$ cat config.mk
export PLATFORM = sky130hd
export DESIGN_NAME = oven_recipe_sequencer_flat
export DESIGN_NICKNAME = d
export VERILOG_FILES = /design/src/rtl/oven_pkg.sv /design/src/rtl/oven_recipe_sequencer_if.sv /design/src/rtl/oven_tick_prescaler.sv /design/src/rtl/oven_recipe_sequencer.sv /design/src/flat_wrapper.sv
export SDC_FILE = /design/constraint.sdc
export NUM_CORES = 1
export LEC_CHECK = 0
export CORE_UTILIZATION = 30
export DETAILED_ROUTE_END_ITERATION = 7
export PLACE_DENSITY = 0.46
export SLEW_MARGIN = 20
export SYNTH_ARGS = -nofsm -noshare
export SYNTH_HDL_FRONTEND = slang
export SYNTH_SLANG_ARGS = --single-unit
$ cat constraint.sdc
create_clock -name clk -period 3.5 [get_ports clk]
set_clock_uncertainty 0.05 [all_clocks]
set_input_delay 0.35 -clock clk [delete_from_list [all_inputs] [get_ports clk]]
set_output_delay 0.35 -clock clk [all_outputs]
set_load 0.1 [all_outputs]
$ cat src/rtl/oven_pkg.sv
// Shared oven constants, data widths, recipe slot layout and sequencer states.
package oven_pkg;

   localparam int unsigned INTERVAL = 10;
   localparam int unsigned TEMP_W   = 8;
   localparam int unsigned TIME_W   = 4;

   typedef struct packed {
      logic [TEMP_W-1:0] temp;
      logic [TIME_W-1:0] dur;
   } recipe_t;

   typedef enum logic [2:0] {
      S_IDLE,
      S_LOAD,
      S_PREHEAT,
      S_COOK,
      S_PAUSED,
      S_NEXT,
      S_DONE
   } seq_state_t;

endpackage

$ cat src/rtl/oven_recipe_sequencer_if.sv
// Panel-side bus of the recipe sequencer: slot programming, run control and status.
interface oven_recipe_sequencer_if #(
   parameter int unsigned STEPS = 4
);
   import oven_pkg::*;

   localparam int unsigned AW = (STEPS > 1) ? $clog2(STEPS) : 1;

   logic              prog_we;
   logic [AW-1:0]     prog_addr;
   logic [TEMP_W-1:0] prog_temp;
   logic [TIME_W-1:0] prog_time;
   logic              go;
   logic              pause;
   logic              abort;
   logic [AW-1:0]     step_idx;
   logic              busy;
   logic              done;
   logic              err;

   modport master (
      output prog_we, prog_addr, prog_temp, prog_time, go, pause, abort,
      input  step_idx, busy, done, err
   );

   modport slave (
      input  prog_we, prog_addr, prog_temp, prog_time, go, pause, abort,
      output step_idx, busy, done, err
   );

endinterface

$ cat src/rtl/oven_tick_prescaler.sv
// Divides clk down to one-cycle tick pulses, CLK_DIV enabled cycles apart.
// Count freezes while en is low, so a paused interval resumes where it stopped.
module oven_tick_prescaler #(
   parameter int unsigned CLK_DIV = 1000
) (
   input  logic clk,
   input  logic rst,
   input  logic en,
   input  logic clr,
   output logic tick
);

   localparam int unsigned CW   = (CLK_DIV > 1) ? $clog2(CLK_DIV) : 1;
   localparam logic [CW-1:0] LAST = CW'(CLK_DIV - 1);

   logic [CW-1:0] count;

   assign tick = en && (count == LAST);

   // Cycle counter: clear has priority, advances only when enabled
   always_ff @(posedge clk or posedge rst) begin
      if (rst) begin
         count <= '0;
      end else if (clr) begin
         count <= '0;
      end else if (en) begin
         count <= tick ? '0 : count + 1'b1;
      end
   end

endmodule

$ cat src/rtl/oven_recipe_sequencer.sv
// Steps the oven through up to STEPS (temperature, duration) slots: preheat,
// timed cook, advance; supports pause/abort and flags unusable slots.
module oven_recipe_sequencer #(
   parameter int unsigned STEPS    = 4,
   parameter int unsigned CLK_DIV  = 1000,
   parameter int unsigned INTERVAL = oven_pkg::INTERVAL
) (
   input  logic                        clk,
   input  logic                        rst,
   oven_recipe_sequencer_if.slave      bus,
   input  logic [oven_pkg::TEMP_W-1:0] temp,
   output logic [oven_pkg::TEMP_W-1:0] set_temp,
   output logic [oven_pkg::TIME_W-1:0] set_timer,
   output logic [oven_pkg::TIME_W-1:0] timer,
   output logic                        oven_start,
   output logic                        oven_stop
);
   import oven_pkg::*;

   localparam int unsigned       AW         = (STEPS > 1) ? $clog2(STEPS) : 1;
   localparam logic [TEMP_W-1:0] BAND       = TEMP_W'(INTERVAL);
   localparam logic [AW-1:0]     FIRST_SLOT = '0;
   localparam logic [AW-1:0]     LAST_SLOT  = AW'(STEPS - 1);

   recipe_t           ram [STEPS];
   seq_state_t        state;
   seq_state_t        resume;
   logic [AW-1:0]     step_idx;
   logic [AW-1:0]     idx_inc;
   logic              busy;
   logic              done;
   logic              err;
   logic              running;
   logic              prog_open;
   logic              tick;
   logic              tick_en;
   logic              tick_clr;
   logic [TIME_W-1:0] timer_inc;
   recipe_t           cur_slot;
   recipe_t           next_slot;

   assign bus.step_idx = step_idx;
   assign bus.busy     = busy;
   assign bus.done     = done;
   assign bus.err      = err;

   assign running   = state inside {S_LOAD, S_PREHEAT, S_COOK, S_PAUSED, S_NEXT};
   assign prog_open = (state == S_IDLE) || (state == S_DONE);
   assign idx_inc   = step_idx + 1'b1;
   assign timer_inc = timer + 1'b1;
   assign cur_slot  = ram[step_idx];
   assign next_slot = ram[idx_inc];

   // Pause/abort gate the prescaler on the same edge, so a tick that coincides
   // with pause is withheld and fires again right after resume.
   assign tick_en  = (state == S_COOK) && !bus.pause && !bus.abort;
   assign tick_clr = (state == S_LOAD);

   oven_tick_prescaler #(
      .CLK_DIV (CLK_DIV)
   ) u_prescaler (
      .clk  (clk),
      .rst  (rst),
      .en   (tick_en),
      .clr  (tick_clr),
      .tick (tick)
   );

   // Recipe slots: written from the panel only while no program runs
   always_ff @(posedge clk) begin
      if (bus.prog_we && prog_open) begin
         ram[bus.prog_addr] <= '{temp: bus.prog_temp, dur: bus.prog_time};
      end
   end

   // Sequencer FSM with registered oven drives and status outputs
   always_ff @(posedge clk or posedge rst) begin
      if (rst) begin
         state      <= S_IDLE;
         resume     <= S_PREHEAT;
         step_idx   <= '0;
         set_temp   <= '0;
         set_timer  <= '0;
         timer      <= '0;
         oven_start <= 1'b0;
         oven_stop  <= 1'b1;
         busy       <= 1'b0;
         done       <= 1'b0;
         err        <= 1'b0;
      end else begin
         done <= 1'b0;
         if (running && bus.abort) begin
            state      <= S_DONE;
            busy       <= 1'b0;
            oven_start <= 1'b0;
            oven_stop  <= 1'b1;
         end else if (bus.pause && (state == S_PREHEAT || state == S_COOK)) begin
            resume     <= state;
            state      <= S_PAUSED;
            oven_start <= 1'b0;
            oven_stop  <= 1'b1;
         end else begin
            unique case (state)
               S_IDLE, S_DONE: begin
                  if (bus.go && ram[FIRST_SLOT].dur != '0) begin
                     state    <= S_LOAD;
                     step_idx <= '0;
                     err      <= 1'b0;
                     busy     <= 1'b1;
                  end else if (bus.go) begin
                     state <= S_DONE;
                  end else begin
                     state <= S_IDLE;
                  end
               end
               S_LOAD: begin
                  set_temp  <= cur_slot.temp;
                  set_timer <= cur_slot.dur;
                  timer     <= '0;
                  if (cur_slot.temp < BAND) begin
                     err   <= 1'b1;
                     busy  <= 1'b0;
                     state <= S_DONE;
                  end else begin
                     state      <= S_PREHEAT;
                     oven_start <= 1'b1;
                     oven_stop  <= 1'b0;
                  end
               end
               S_PREHEAT: begin
                  if (temp >= set_temp - BAND) begin
                     state <= S_COOK;
                  end
               end
               S_COOK: begin
                  if (tick) begin
                     timer <= timer_inc;
                     if (timer_inc == set_timer) begin
                        state      <= S_NEXT;
                        oven_start <= 1'b0;
                        oven_stop  <= 1'b1;
                     end
                  end
               end
               S_PAUSED: begin
                  if (!bus.pause) begin
                     state      <= resume;
                     oven_start <= 1'b1;
                     oven_stop  <= 1'b0;
                  end
               end
               S_NEXT: begin
                  if (step_idx == LAST_SLOT || next_slot.dur == '0) begin
                     state <= S_DONE;
                     busy  <= 1'b0;
                     done  <= 1'b1;
                  end else begin
                     step_idx <= idx_inc;
                     state    <= S_LOAD;
                  end
               end
               default: state <= S_IDLE;
            endcase
         end
      end
   end

endmodule

$ cat src/flat_wrapper.sv
// flat-port wrapper written by rule: the top's interface ports become plain ports
module oven_recipe_sequencer_flat import oven_pkg::*;
#(
   parameter int unsigned STEPS    = 4,
   parameter int unsigned CLK_DIV  = 1000,
   parameter int unsigned INTERVAL = oven_pkg::INTERVAL
)
  (clk, rst, temp, set_temp, set_timer, timer, oven_start, oven_stop, bus_prog_we, bus_prog_addr, bus_prog_temp, bus_prog_time, bus_go, bus_pause, bus_abort, bus_step_idx, bus_busy, bus_done, bus_err);
  oven_recipe_sequencer_if #(.STEPS(STEPS)) bus_i ();
  input  logic clk;
  input  logic rst;
  input  logic [oven_pkg::TEMP_W-1:0] temp;
  output logic [oven_pkg::TEMP_W-1:0] set_temp;
  output logic [oven_pkg::TIME_W-1:0] set_timer;
  output logic [oven_pkg::TIME_W-1:0] timer;
  output logic oven_start;
  output logic oven_stop;
  input wire logic [$bits(bus_i.prog_we)-1:0] bus_prog_we;
  input wire logic [$bits(bus_i.prog_addr)-1:0] bus_prog_addr;
  input wire logic [$bits(bus_i.prog_temp)-1:0] bus_prog_temp;
  input wire logic [$bits(bus_i.prog_time)-1:0] bus_prog_time;
  input wire logic [$bits(bus_i.go)-1:0] bus_go;
  input wire logic [$bits(bus_i.pause)-1:0] bus_pause;
  input wire logic [$bits(bus_i.abort)-1:0] bus_abort;
  output wire logic [$bits(bus_i.step_idx)-1:0] bus_step_idx;
  output wire logic [$bits(bus_i.busy)-1:0] bus_busy;
  output wire logic [$bits(bus_i.done)-1:0] bus_done;
  output wire logic [$bits(bus_i.err)-1:0] bus_err;
  assign bus_i.prog_we = bus_prog_we;
  assign bus_i.prog_addr = bus_prog_addr;
  assign bus_i.prog_temp = bus_prog_temp;
  assign bus_i.prog_time = bus_prog_time;
  assign bus_i.go = bus_go;
  assign bus_i.pause = bus_pause;
  assign bus_i.abort = bus_abort;
  assign bus_step_idx = bus_i.step_idx;
  assign bus_busy = bus_i.busy;
  assign bus_done = bus_i.done;
  assign bus_err = bus_i.err;
  oven_recipe_sequencer #(.STEPS(STEPS), .CLK_DIV(CLK_DIV), .INTERVAL(INTERVAL)) u_core (.clk(clk), .rst(rst), .bus(bus_i), .temp(temp), .set_temp(set_temp), .set_timer(set_timer), .timer(timer), .oven_start(oven_start), .oven_stop(oven_stop));
endmodule
==> run metrics <==
status completed; die area about 0.014 mm2; Post-CTS Resized 0; fin util roughly two fifths; part of the power in registers 34.0%; type of the worst min-delay path primary input to async pin; IO buf count 50; hold_buf cts 0; Syn Inst Count 313; Final min period between 2 and 2.5 ns; postcts setup bufs 0; Crit-path slowest cell clkdlybuf4s50_1; largest net degree at the start of global routing 40; Die Wd 120 um; Sw Pwr between 2 and 2.5 mW; GR Overflow Total 0; Detailed Route WL 9.01 mm; clk slew on worst S/H paths ~0.060 ns; vias in the first global route 2771; vias per inst 4.90; Comb pwr share around 44%; post-synth cell types 63; Post-synth EDFFs 48; Max Slew Vio Count 0; final period utilization between 60% and 70%; Ys Warns 0; CTS max path bufs 2; Power Density just under 900 mW/mm2; DR iter-0 viols 88; Detailed Place HPWL 6.51 mm; Final Hold Fails 0; # fillers ~1.3k; 1st-pass router iterations 4; Setup crit start kind flop; Tot GR Track Use ~14%; Async S/R FF share, synth between 40% and 50%; Die Span Y roughly 120 um; CP Data Arrival Time just over 2 ns; Area Growth Syn to Fin 24.0%; initial antenna violation count 0; fmax ~410 MHz; root buffer cell clkbuf_16; Initial Util between 30 and 40%; mapped cell area between 0.004 and 0.005 mm2; DP Area about 0.005 mm2; post-route cell area between 0.005 and 0.006 mm2; CP required around 3.1 ns; setup tns final 0 ns; Max-Slew Margin vs Limit around 34%; Crit Path Class flop to primary output; Sw Ratio ~44%; WP buf/inv 1; slew at the pin closest to its max-slew limit 0.981 ns; Row Count 42; Crit path max-delay family buffers and inverters; Residual DRC 0; Num CTS Buffers 9; Worst-Skew Late Latency between 0.3 and 0.4 ns; Clock Sinks a little under 90; Clk network pwr share 21.6%; Lkg Pwr 1.96 nW; max-cap violations 0; final setup violating endpoints 0; vias post-DR 2691; GPL Wtd Cong between 0.7 and 0.8; share of cells above drive strength 1 between 10% and 20%; CP max stage delay around 1.1 ns; htree depth 3; core area about 0.013 mm2; sequential area share after synthesis around 58%; most frequent cells in the layout clkdlybuf4s50_1 (48), edfxtp_1 (48), dfrtp_1 (37), nor2_1 (17), nand2_1 (14); Seq cells post-synth between 80 and 90; internal power around 2.5 mW; TritonCTS clock tree done; top_reg_cell synth edfxtp_1; largest fanout on the critical path 2; crit-path cells clkdlybuf4s50_1; Avg Cell Area, Syn 13.3 um2; worst vdd ir about 0.00032 V; Net Count, Synth around 350; NumNets Final between 400 and 500; Wirelength per Cell 16.4 um; IO Pins just over 50; ant diodes 0; global-route wire length before repair around 15 mm; RSZ-0062 raised after global routing false; Critical Path Sink Type primary output; post-route antenna net violation count 0
## sequential cells by signal, indices dropped and copies added (netlist names), 2 cells and up
register / flops
u_core.ram: 48
u_core.state: 3
u_core.set_timer: 4
u_core.set_temp: 8
u_core.u_prescaler.count: 10
u_core.timer: 4
u_core.resume: 3
u_core.bus.step_idx: 2
## metrics by stage
step	std cells	hold slack [ns]	setup slack, ns	total power, mW
4_1_cts	549	0.407	1.04	4.61
5_1_grt	549	0.446	0.941	4.81
3_3_place_gp	534	0.425	1.01	3.60
2_1_floorplan	313	0.399	0.638	3.09
6_report	549	0.387	1.08	4.55
3_5_place_dp	534	0.421	0.988	3.61
## layer usage
| metal | GRT usage [%] | up-vias | routed length (um) |
|---|---|---|---|
| li1 | - | 1307 | - |
| met1 | 18.0 | 1337 | 4350 |
| met2 | 21.3 | 36 | 4230 |
| met3 | 3.85 | 11 | 317 |
| met4 | 4.92 | 0 | 116 |
| met5 | 0 | - | 0 |
## worst paths after layout
kind	slack (ns)	start	depth (start not counted)	end
worst max register to register	1.10	u_core.bus.step_idx[0]$_DFFE_PP0P_	5	u_core.state[2]$_DFFE_PP0P_
min in group clk	0.42	u_core.oven_stop$_DFFE_PP1P_	2	u_core.oven_stop$_DFFE_PP1P_
worst min register to register	0.42	u_core.oven_stop$_DFFE_PP1P_	2	u_core.oven_stop$_DFFE_PP1P_
worst min-delay path	0.39	rst	3	u_core.bus.done$_DFF_PP0_
max in group asynchronous	2.64	rst	3	u_core.resume[1]$_DFFE_PP1P_
worst max-delay path	1.08	u_core.oven_stop$_DFFE_PP1P_	1	oven_stop
## cell families (layout without fill, tap and decap cells)
group           after synthesis  in the layout  synth area share [%]
compound gates               60             60                  10.2
xor+xnor                     19             19                  3.99
fa+ha+maj                    12             12                  3.60
buf+inv                      22             82                  2.40
flops                        87             87                  58.0
mux                          25             25                  10.2
simple gates                 88             88                  11.7
## layout make-up
class                           instances  area, um2  area share (%)
Sequential cell                        87       2420            46.7
Clock buffer                            9        225            4.35
Multi-Input combinational cell        204       1650            31.9
Inverter                               11       41.3           0.798
Clock inverter                          6       76.3            1.47
Tap cell                              176        220            4.25
Timing Repair Buffer                   56        541            10.4
## synth_stat cells, types with 2 or more instances
library cell  instances  area (um2)
nand3b_1              6        45.0
nor2b_1               3        18.8
o21ai_0               6        30.0
mux4_2                9         203
a211oi_1              3        22.5
nor3_1                5        25.0
dfrtp_1              37         926
inv_1                 9        33.8
inv_2                 2        7.51
or2_2                 2        12.5
xor2_1                9        78.8
dfstp_2               2        52.6
a21boi_0              2        15.0
nand2_1              14        52.6
and2_1                3        18.8
o211ai_1              2        15.0
buf_2                 5        25.0
edfxtp_1             48        1440
o21ai_1               5        25.0
clkbuf_1              4        15.0
xnor2_1              10        87.6
and4_1                2        17.5
a31oi_1               4        25.0
and3_1                5        31.3
nand3_1               6        30.0
mux2_2                2        22.5
nand4_1               3        18.8
a21oi_1              11        55.1
o2111ai_1             3        26.3
nor2_1               17        63.8
nor3b_1               2        15.0
o21a_1                3        22.5
nor4_1                8        50.1
mux2_1                9         101
mux2i_1               2        20.0
ha_1                 12         150
a22o_1                2        17.5
a21o_1                6        45.0
nand2b_1              4        25.0
mux4_1                3        78.8
## power by group through the flow
stage / clock network (mW) / registers [mW] / logic [mW]
3_3_place_gp: 0 / 1.58 / 2.02
6_report: 0.983 / 1.55 / 2.02
3_5_place_dp: 0 / 1.57 / 2.03
2_1_floorplan: 0 / 2.13 / 0.960
4_1_cts: 1.01 / 1.56 / 2.04
5_1_grt: 1.05 / 1.59 / 2.17
No activity file was read; power rests on OpenSTA's default activity.
